==> config.mk <==
export PLATFORM = sky130hd
export DESIGN_NAME = frame_validator
export DESIGN_NICKNAME = d
export VERILOG_FILES = /design/src/rtl/frame_validator_pkg.sv /design/src/rtl/frame_validator_sat_counter.sv /design/src/rtl/frame_validator.sv
export SDC_FILE = /design/constraint.sdc
export NUM_CORES = 1
export LEC_CHECK = 0
export ABC_AREA = 1
export BUFFER_PORTS_ARGS = -buffer_cell sky130_fd_sc_hd__clkbuf_2
export CORE_MARGIN = 2
export CORE_UTILIZATION = 30
export DETAILED_ROUTE_END_ITERATION = 10
export PLACE_DENSITY = 0.55
export SYNTH_ARGS = -nofsm -noshare
export SYNTH_HDL_FRONTEND = slang
export SYNTH_SLANG_ARGS = --single-unit
==> constraint.sdc <==
create_clock -name clock -period 2.1 [get_ports clock]
set_input_delay 0.21 -clock clock [delete_from_list [all_inputs] [get_ports clock]]
set_output_delay 0.21 -clock clock [all_outputs]
set_load 0.05 [all_outputs]
==> src/rtl/frame_validator_pkg.sv <==
// Shared definitions for the frame validator: frame geometry, field widths,
// FSM state encodings and last_error codes.
package frame_validator_pkg;

  localparam int DEF_FRAME_BITS = 192;

  localparam int PREAMBLE_W = 32;
  localparam int TYPE_W     = 16;
  localparam int CONST_W    = 32;
  localparam int ID_W       = 32;
  localparam int TEMP_W     = 16;
  localparam int STATE_W    = 8;
  localparam int TAIL_W     = 8;

  typedef enum logic [1:0] {
    ST_IDLE   = 2'd0,
    ST_RECV   = 2'd1,
    ST_CHECK  = 2'd2,
    ST_COMMIT = 2'd3
  } fv_state_t;

  typedef enum logic [1:0] {
    ERR_NONE    = 2'd0,
    ERR_FIELD   = 2'd1,
    ERR_TIMEOUT = 2'd2,
    ERR_RESTART = 2'd3
  } err_code_t;

endpackage

==> src/rtl/frame_validator_sat_counter.sv <==
// Up-counter that sticks at all-ones instead of wrapping.
module sat_counter #(
  parameter int W = 8
) (
  input  logic         clock,
  input  logic         reset,
  input  logic         inc,
  output logic [W-1:0] count
);

  always_ff @(posedge clock) begin
    if (reset) begin
      count <= '0;
    end else if (inc && (count != {W{1'b1}})) begin
      count <= count + 1'b1;
    end
  end

endmodule

==> src/rtl/frame_validator.sv <==
// Counts bit strobes per transmission, checks the fixed fields of a full frame
// and latches good frames into a held buffer; bad or truncated frames are counted.
//
//  state     | meaning
//  ST_IDLE   | waiting for transmission_begin, strobes ignored
//  ST_RECV   | counting strobes, watching the inter-strobe timeout
//  ST_CHECK  | one cycle: compare fixed fields, commit buffer on pass
//  ST_COMMIT | frame_valid high, buffer holds the new frame
module frame_validator
  import frame_validator_pkg::*;
#(
  parameter int          FRAME_BITS     = DEF_FRAME_BITS,
  parameter logic [31:0] EXP_PREAMBLE   = 32'h5555_5555,
  parameter logic [15:0] EXP_TYPE       = 16'h0C0C,
  parameter logic [31:0] EXP_CONSTANT   = 32'h0000_0001,
  parameter logic [7:0]  EXP_TAIL       = 8'h00,
  parameter int          TIMEOUT_CYCLES = 4096
) (
  input  logic                  clock,
  input  logic                  reset,
  input  logic                  transmission_begin,
  input  logic                  bit_strobe,
  input  logic [PREAMBLE_W-1:0] preamble,
  input  logic [TYPE_W-1:0]     type_1,
  input  logic [TYPE_W-1:0]     type_2,
  input  logic [CONST_W-1:0]    constant,
  input  logic [ID_W-1:0]       thermostat_id,
  input  logic [TEMP_W-1:0]     room_temp,
  input  logic [TEMP_W-1:0]     set_temp,
  input  logic [STATE_W-1:0]    state,
  input  logic [TAIL_W-1:0]     tail_1,
  input  logic [TAIL_W-1:0]     tail_2,
  input  logic [TAIL_W-1:0]     tail_3,
  output logic                  frame_valid,
  output logic                  have_frame,
  output logic [ID_W-1:0]       held_id,
  output logic [TEMP_W-1:0]     held_room,
  output logic [TEMP_W-1:0]     held_set,
  output logic [STATE_W-1:0]    held_state,
  output logic [7:0]            good_count,
  output logic [7:0]            bad_count,
  output logic [1:0]            last_error
);

  localparam int BIT_W  = $clog2(FRAME_BITS + 1);
  localparam int IDLE_W = $clog2(TIMEOUT_CYCLES + 1);

  fv_state_t         fsm_state;
  logic [BIT_W-1:0]  bit_cnt;
  logic [IDLE_W-1:0] idle_cnt;
  logic              fields_ok;
  logic              timeout_hit;
  logic              good_inc;
  logic              bad_inc;

  always_comb begin
    fields_ok   = (preamble == EXP_PREAMBLE) && (type_1 == EXP_TYPE) &&
                  (type_2 == EXP_TYPE) && (constant == EXP_CONSTANT) &&
                  (tail_1 == EXP_TAIL) && (tail_2 == EXP_TAIL) && (tail_3 == EXP_TAIL);
    timeout_hit = (fsm_state == ST_RECV) && !transmission_begin && !bit_strobe &&
                  (idle_cnt == IDLE_W'(TIMEOUT_CYCLES));
    good_inc    = (fsm_state == ST_CHECK) && fields_ok;
    bad_inc     = ((fsm_state == ST_RECV) && transmission_begin) || timeout_hit ||
                  ((fsm_state == ST_CHECK) && !fields_ok);
  end

  // The buffer is loaded on the CHECK exit edge so it captures exactly the
  // inputs that were compared, even when a new transmission starts that edge.
  always_ff @(posedge clock) begin
    if (reset) begin
      fsm_state   <= ST_IDLE;
      bit_cnt     <= '0;
      idle_cnt    <= '0;
      frame_valid <= 1'b0;
      have_frame  <= 1'b0;
      held_id     <= '0;
      held_room   <= '0;
      held_set    <= '0;
      held_state  <= '0;
      last_error  <= ERR_NONE;
    end else begin
      frame_valid <= 1'b0;
      case (fsm_state)
        ST_IDLE: begin
          if (transmission_begin) begin
            fsm_state <= ST_RECV;
            bit_cnt   <= '0;
            idle_cnt  <= '0;
          end
        end
        ST_RECV: begin
          if (transmission_begin) begin
            bit_cnt    <= '0;
            idle_cnt   <= '0;
            last_error <= ERR_RESTART;
          end else if (bit_strobe) begin
            bit_cnt  <= bit_cnt + 1'b1;
            idle_cnt <= '0;
            if (bit_cnt == BIT_W'(FRAME_BITS - 1)) fsm_state <= ST_CHECK;
          end else if (timeout_hit) begin
            fsm_state  <= ST_IDLE;
            last_error <= ERR_TIMEOUT;
          end else begin
            idle_cnt <= idle_cnt + 1'b1;
          end
        end
        ST_CHECK: begin
          if (fields_ok) begin
            held_id     <= thermostat_id;
            held_room   <= room_temp;
            held_set    <= set_temp;
            held_state  <= state;
            frame_valid <= 1'b1;
            have_frame  <= 1'b1;
            last_error  <= ERR_NONE;
            fsm_state   <= ST_COMMIT;
          end else begin
            last_error <= ERR_FIELD;
            fsm_state  <= ST_IDLE;
          end
          if (transmission_begin) begin
            fsm_state <= ST_RECV;
            bit_cnt   <= '0;
            idle_cnt  <= '0;
          end
        end
        ST_COMMIT: begin
          fsm_state <= transmission_begin ? ST_RECV : ST_IDLE;
          bit_cnt   <= '0;
          idle_cnt  <= '0;
        end
        default: fsm_state <= ST_IDLE;
      endcase
    end
  end

  sat_counter #(.W(8)) u_good_count (
    .clock (clock),
    .reset (reset),
    .inc   (good_inc),
    .count (good_count)
  );

  sat_counter #(.W(8)) u_bad_count (
    .clock (clock),
    .reset (reset),
    .inc   (bad_inc),
    .count (bad_count)
  );

endmodule

==> flow_summary.json, run 1 <==
{
  "status": "complete, no violations",
  "synth-edff-count": 0,
  "core_um2": 19400,
  "wire_per_inst_um": 12.32,
  "dieArea_um2": 20860,
  "grt_usage_pct": 18.15,
  "synth_area_um2": 5917,
  "rows": 51,
  "holdCritStartpoint": "set_temp[10]",
  "grt_setup_unrepaired": "no",
  "cp.arrival_ps": 2090,
  "syn_inst": 918,
  "post-dp-hpwl_mm": 14.32,
  "fin_skew_ps": 15.02,
  "multi_input_area_um2": 2977,
  "worstSetupStartpoint": "idle_cnt[0]$_SDFFE_PP0P_",
  "fmax_mhz": 560.5,
  "place.gp.congestion": 0.8324,
  "setup_tns_ps": 0,
  "dr.pass1.iters": 6,
  "synth_seq_cells": 115,
  "required_ps": 2400,
  "ys_seq_area_share_pct": 38.91,
  "synth_nets": 1119,
  "finish.instance_area_um2": 8337,
  "cts.htree.levels": 4,
  "holdWs_ps": 15.36,
  "cts_tree": "yes",
  "pwr-share-clk_pct": 52.3,
  "ir_drop_v": 0.0006662,
  "antenna_found_initial": 0,
  "via_count": 6601,
  "crit_type": "reg2reg",
  "syn_to_final_growth_pct": 40.90,
  "drc_errors": 0,
  "placedCellCount": 1453,
  "antenna_left": 0,
  "worstSkewPairLatency_ps": 420,
  "setup_violations": 0,
  "post_cts_resize_count": 0,
  "clk_pin_slew_ps": 70,
  "hold_viol_final": 0,
  "yosysUniqueCellTypes": 37,
  "gr-total-overflow": 0,
  "r2r_start": "idle_cnt[0]$_SDFFE_PP0P_",
  "p_leak_nw": 4.228,
  "drive_gt1_share_pct": 28.33,
  "placed_area_um2": 7610,
  "yosys_warnings": 0,
  "synth_top_cell_area_share_pct": 38.91,
  "diodes": 0,
  "hp-class": "in2reg",
  "initial_core_util_pct": 30.50,
  "grt_pass1_vias": 6432,
  "fillCellCount": 2106,
  "tightest_slew_ps": 437.3,
  "die_x_um": 144.4,
  "slew_viol_final": 0,
  "drv_cap": 0,
  "routed_wl_mm": 18.44,
  "syn_area_per_cell_um2": 6.445,
  "final_core_util_pct": 42.98,
  "slowest_delay_ps": 340,
  "p_sw_mw": 1.442,
  "cts.sinks": 115,
  "grt_max_degree": 56,
  "cp-end-kind": "flop",
  "p_per_area_nw_per_um2": 682.5,
  "drtIter0Drc": 262,
  "synthTopCellsByArea": "dfxtp_1 (39%), nor2_1 (19%), nand2_1 (8.1%), inv_1 (6.9%), o21ai_1 (5.8%)",
  "crit_path_top_delay_cell": "dfxtp_1",
  "cts.path.max_buffers": 2,
  "grt_pass1_wl_mm": 30.22,
  "timing.final.crit_share_pct": 84.95,
  "path_cells": "inv_1 -> ha_1 -> nand4_1 -> nor3_1 -> nand2_1 -> nand2_2 -> inv_1 -> nand2_1 -> xor2_1 -> nor2_1",
  "startpoint_type": "flop",
  "fin_cells": 1497,
  "vias_per_cell": 4.409,
  "power_frac_comb_pct": 9.0,
  "switching_share_pct": 25.35,
  "intPower_mw": 4.247,
  "yosysTopAreaCell": "dfxtp_1",
  "cts_buffers": 17,
  "dieHeight_um": 144.4,
  "nets": 1420,
  "synth.most_common_cell": "nor2_1",
  "final-seq-area_um2": 2302,
  "synth_ff_type": "dfxtp_1",
  "min_period_ps": 1784,
  "slew_headroom_pct": 70.58,
  "ctsRootBufferMaster": "clkbuf_16",
  "sequentialPowerShare_pct": 38.8,
  "crit_path_max_fanout": 10,
  "port_buffers": 287,
  "async_reset_ff_share_pct": 0,
  "io_pins": 288,
  "synth_common_cells": "nor2_1 (304), nand2_1 (127), dfxtp_1 (115), inv_1 (108), o21ai_1 (69)"
}
==> cells by family (layout without fill, tap and decap cells) <==
family / Yosys count / after routing / synth area share, %
AOI/OAI and AO/OA: 129 / 129 / 11.23
buffers and inverters: 140 / 454 / 11.00
DFF: 115 / 115 / 38.91
adders and majority gates: 5 / 5 / 1.057
and+or+nand+nor: 521 / 521 / 36.63
xor gates and xnor gates: 8 / 8 / 1.184
==> critical path, delay by kind of cell (launching register included) <==
kind                     cells  cell delay (ps)
AND/OR/NAND/NOR              6              780
flip-flops                   1              340
buffers and inverters        2              240
XOR/XNOR                     1              170
adder cells (fa/ha/maj)      1              150
==> power by group through the flow <==
| stage | Combinational (mW) | Clock, mW | Sequential [mW] |
|---|---|---|---|
| floorplan | 0.190 | 0 | 2.28 |
| global placement | 0.493 | 0 | 2.25 |
| detailed placement | 0.495 | 0 | 2.25 |
| CTS | 0.515 | 3.06 | 2.20 |
| global route | 0.580 | 3.16 | 2.21 |
| finish | 0.511 | 2.97 | 2.20 |
==> registers in the layout, indices dropped and copies added, names as in the netlist <==
register and flops:
held_id 32, u_bad_count.count 8, have_frame 1, held_set 16
last_error 2, frame_valid 1, held_state 8, u_good_count.count 8
held_room 16, bit_cnt 8, idle_cnt 13, fsm_state 2
==> area by class of cell <==
type                            instances  area share, %
Clock buffer                           18          5.268
Clock inverter                         14          2.011
Inverter                              114          5.193
Multi-Input combinational cell        663          35.70
Sequential cell                       115          27.62
Tap cell                              265          3.977
Timing Repair Buffer                  308          20.23
==> per-stage QoR <==
| stage | power [mW] | setup slack [ps] |
|---|---|---|
| after floorplan | 2.467 | 234.7 |
| after global placement | 2.746 | 209.0 |
| after detailed placement | 2.748 | 172.1 |
| after CTS | 5.781 | 293.6 |
| after global routing | 5.943 | 92.46 |
| final | 5.690 | 316.0 |
==> layout by cell type, fill, tap and decap left out, types with 2 or more instances in the layout <==
master and count:
nand3_1 36, nor4_1 2, inv_6 5, a21oi_1 21, ha_1 5, a31oi_1 2, nand2_1 127, inv_1 107
o21ai_1 69, nand3_4 3, inv_2 6, clkinv_4 3, inv_8 3, buf_4 4, clkbuf_2 287, nor2_4 2
nor2_1 304, bufinv_16 2, nor2_2 6, nor3_1 8, xor2_1 7, buf_12 5, nand4_1 23, o21ai_0 31
dlygate4sd3_1 12, dfxtp_1 115, and3_1 3, clkbuf_16 17
==> what timing repair did <==
action                    in CTS  in global routing
buffers inserted               0                  0
hold endpoints to repair      12                  0
hold buffers                  12                  0
==> per-layer routing <==
metal	up-vias	GRT usage, %	routed length [µm]
li1	3508	-	-
met1	2858	20.66	7894
met2	204	31.08	8628
met3	31	6.887	1543
met4	0	6.387	376
met5	-	0	0
==> worst paths after layout <==
path	end	slack, ps	depth (start not counted)
setup / recovery	idle_cnt[12]$_SDFFE_PP0P_	320	10
hold / removal	held_set[10]$_SDFFE_PP0P_	20	3
setup reg to reg	idle_cnt[12]$_SDFFE_PP0P_	320	10
hold reg to reg	idle_cnt[6]$_SDFFE_PP0P_	470	2
Power figures use the tool's default switching activity.
==> run 2: changes to the inputs <==
--- a/config.mk
+++ b/config.mk
@@ -10,7 +10,7 @@
 export CORE_MARGIN = 2
 export CORE_UTILIZATION = 30
 export DETAILED_ROUTE_END_ITERATION = 10
-export PLACE_DENSITY = 0.55
+export PLACE_DENSITY = 0.57
 export SYNTH_ARGS = -nofsm -noshare
 export SYNTH_HDL_FRONTEND = slang
 export SYNTH_SLANG_ARGS = --single-unit
==> constraint.sdc (replaced) <==
create_clock -name clock -period 1.6 [get_ports clock]
set_input_delay 0.16 -clock clock [delete_from_list [all_inputs] [get_ports clock]]
set_output_delay 0.16 -clock clock [all_outputs]
set_load 0.05 [all_outputs]
==> run 2 against run 1 <==
Global-route usage grew 0.49 points. Highest routed layer unchanged. Via count grew 7.2%. Sequential share of layout area shrank 3.2 points. Critical path type unchanged. Largest cell class unchanged. Final area grew 15%. Combinational power grew 73%.
==> flow_summary.json, run 2 (synthesis results as in run 1) <==
{
  "cts.path.max_buffers": 2,
  "status": "complete, no violations",
  "largest_registers": "held_id: 32 flops, held_room: 16 flops, held_set: 16 flops",
  "drc_errors": 0,
  "placed_area_um2": 7895,
  "cp_top_family": "simple AND/OR/NAND/NOR gates",
  "grt_usage_pct": 18.63,
  "diodes": 0,
  "cp.arrival_ps": 1880,
  "cts_buffers": 17,
  "fillCellCount": 1965,
  "clk_pin_slew_ps": 60,
  "setup_tns_ps": 0,
  "grt_max_degree": 73,
  "reg2reg_depth": 10,
  "final_common_cell": "nor2_1",
  "cp-end-kind": "flop",
  "fin_cells": 1601,
  "fmax_mhz": 629.4,
  "dieArea_um2": 20860,
  "nets": 1524,
  "grt_pass1_wl_mm": 31.17,
  "antenna_found_initial": 0,
  "post-place-ws_ps": -113.6,
  "use_met1_pct": 22.59,
  "initial_core_util_pct": 30.50,
  "ir_drop_v": 0.0006898,
  "busiest_layer": "met2",
  "slew_viol_final": 0,
  "multi_input_area_um2": 3162,
  "routed_wl_mm": 20.45,
  "slew_headroom_pct": 76.72,
  "crit_path_top_delay_cell": "dfxtp_2",
  "grt_util_met3_pct": 5.728,
  "wire_per_inst_um": 12.77,
  "startpoint_type": "flop",
  "crit_type": "reg2reg",
  "timing.final.crit_share_pct": 99.31,
  "p_leak_nw": 4.763,
  "port_buffers": 287,
  "post-dp-hpwl_mm": 14.45,
  "hold_viol_final": 0,
  "finish.instance_area_um2": 9557,
  "final-seq-area_um2": 2331,
  "setup_violations": 0,
  "grtUsageMet2_pct": 31.25,
  "grt_setup_unrepaired": "yes",
  "path_cells": "inv_2 -> ha_4 -> nand4_1 -> nor3_2 -> nand2_2 -> nand3_4 -> nand3_4 -> buf_6 -> nand2_1 -> a21oi_1",
  "fin_skew_ps": 16.28,
  "top_register": "held_id",
  "drtIter0Drc": 257,
  "p_per_area_nw_per_um2": 792.9,
  "ctsRootBufferMaster": "clkbuf_16",
  "r2r_start": "idle_cnt[0]$_SDFFE_PP0P_",
  "vias_per_cell": 4.420,
  "path_buf_inv": 2,
  "min_period_ps": 1589,
  "r2r_setup_slack_ps": 10,
  "crit_path_max_fanout": 5,
  "die_x_um": 144.4,
  "final_cell_mix": "nor2_1 (295), clkbuf_2 (287), nand2_1 (112)",
  "worstSkewPairLatency_ps": 430,
  "place.gp.congestion": 0.8396,
  "required_ps": 1900,
  "io_pins": 288,
  "grt_pass1_vias": 6743,
  "tightest_slew_ps": 350.8,
  "gr-total-overflow": 0,
  "dieHeight_um": 144.4,
  "via_count": 7076,
  "hold_end": "held_state[1]$_SDFFE_PP0P_",
  "core_um2": 19400,
  "hp-class": "in2reg",
  "reg2reg_to": "u_bad_count.count[7]$_SDFFE_PP0P_",
  "rows": 51,
  "drive_gt1_share_pct": 33.91,
  "setup_ws_ps": 11.06,
  "placedCellCount": 1487,
  "finalPower_mw": 7.577,
  "cts.sinks": 115,
  "holdCritStartpoint": "state[1]",
  "cts.htree.levels": 4,
  "drv_cap": 0,
  "syn_to_final_growth_pct": 61.51,
  "largest_reg_flops": 32,
  "dr.pass1.iters": 4,
  "antenna_left": 0,
  "cp_common_cell": "nand3_4",
  "slowest_delay_ps": 330,
  "cts_tree": "yes",
  "hold_depth": 3
}
run 2: changes by cell type in the layout (fill, tap and decap cells not counted), moves of 7 or more:
cell           change
dlygate4sd3_1     +60
dfxtp_2           +11
nor2_1             -9
nand2_1           -15
nand2_2           +13
dfxtp_1           -15
buf_4             +33
inv_1              -7
run 2: how the worst max path moves through the flow:
| stage | start | endpoint | slack, ps | cells after the start |
|---|---|---|---|---|
| global route | bit_cnt[1]$_SDFFE_PP0P_ | fsm_state[1]$_SDFFE_PP0P_ | -70 | 9 |
| finish | idle_cnt[0]$_SDFFE_PP0P_ | u_bad_count.count[7]$_SDFFE_PP0P_ | 10 | 10 |
| detailed placement | preamble[1] | held_id[27]$_SDFFE_PP0P_ | -110 | 10 |
| global placement | preamble[1] | held_id[27]$_SDFFE_PP0P_ | -120 | 10 |
| CTS | bit_cnt[0]$_SDFFE_PP0P_ | fsm_state[0]$_SDFFE_PP0P_ | 10 | 8 |
| floorplan | u_good_count.count[0]$_SDFFE_PP0P_ | u_good_count.count[7]$_SDFFE_PP0P_ | 20 | 8 |
run 2: layout make-up:
cell class / instances / share of cell area, %
multi-input combinational: 663 / 33.08
timing repair buffer: 411 / 28.23
sequential: 115 / 24.39
inverter: 114 / 4.687
clock buffer: 17 / 4.451
tap: 265 / 3.469
clock inverter: 15 / 1.637
timing repair inverter: 1 / 0.05237
run 2: power by group:
part | total [mW] | internal [mW] | leakage [nW] | switching (mW)
registers | 2.89 | 2.88 | 0.935 | 0.0145
clock network | 3.80 | 2.20 | 0.283 | 1.60
logic | 0.886 | 0.457 | 3.54 | 0.429
run 2: per-layer routing:
metal	share of wire, %	vias up
li1	-	3716
met1	43	3111
met2	48	219
met3	6.8	30
met4	1.9	0
met5	0	-
run 2: per-stage QoR:
stage	hold WS, ps	utilization (%)
floorplan	229.1	-
global placement	381.3	40.70
detailed placement	388.1	40.70
CTS	6.195	47.54
global route	37.97	49.26
finish	20.03	49.26
run 2: timing repair:
action                                 4_1_cts  5_1_grt
resized for setup                            6       72
cloned                                       0        4
hold buffers                                72        0
setup buffers                                1        5
pin swaps                                    0       27
setup endpoints to repair                   11       87
endpoints found under the hold margin       72        0
run 2: worst reg2reg max path, cell delays in order, from the launching register on:
cell     delay (ps)
dfxtp_2         330
inv_2            70
ha_4            110
nand4_1          80
nor3_2          250
nand2_2         140
nand3_4         100
nand3_4         130
buf_6           150
nand2_1          50
a21oi_1          60
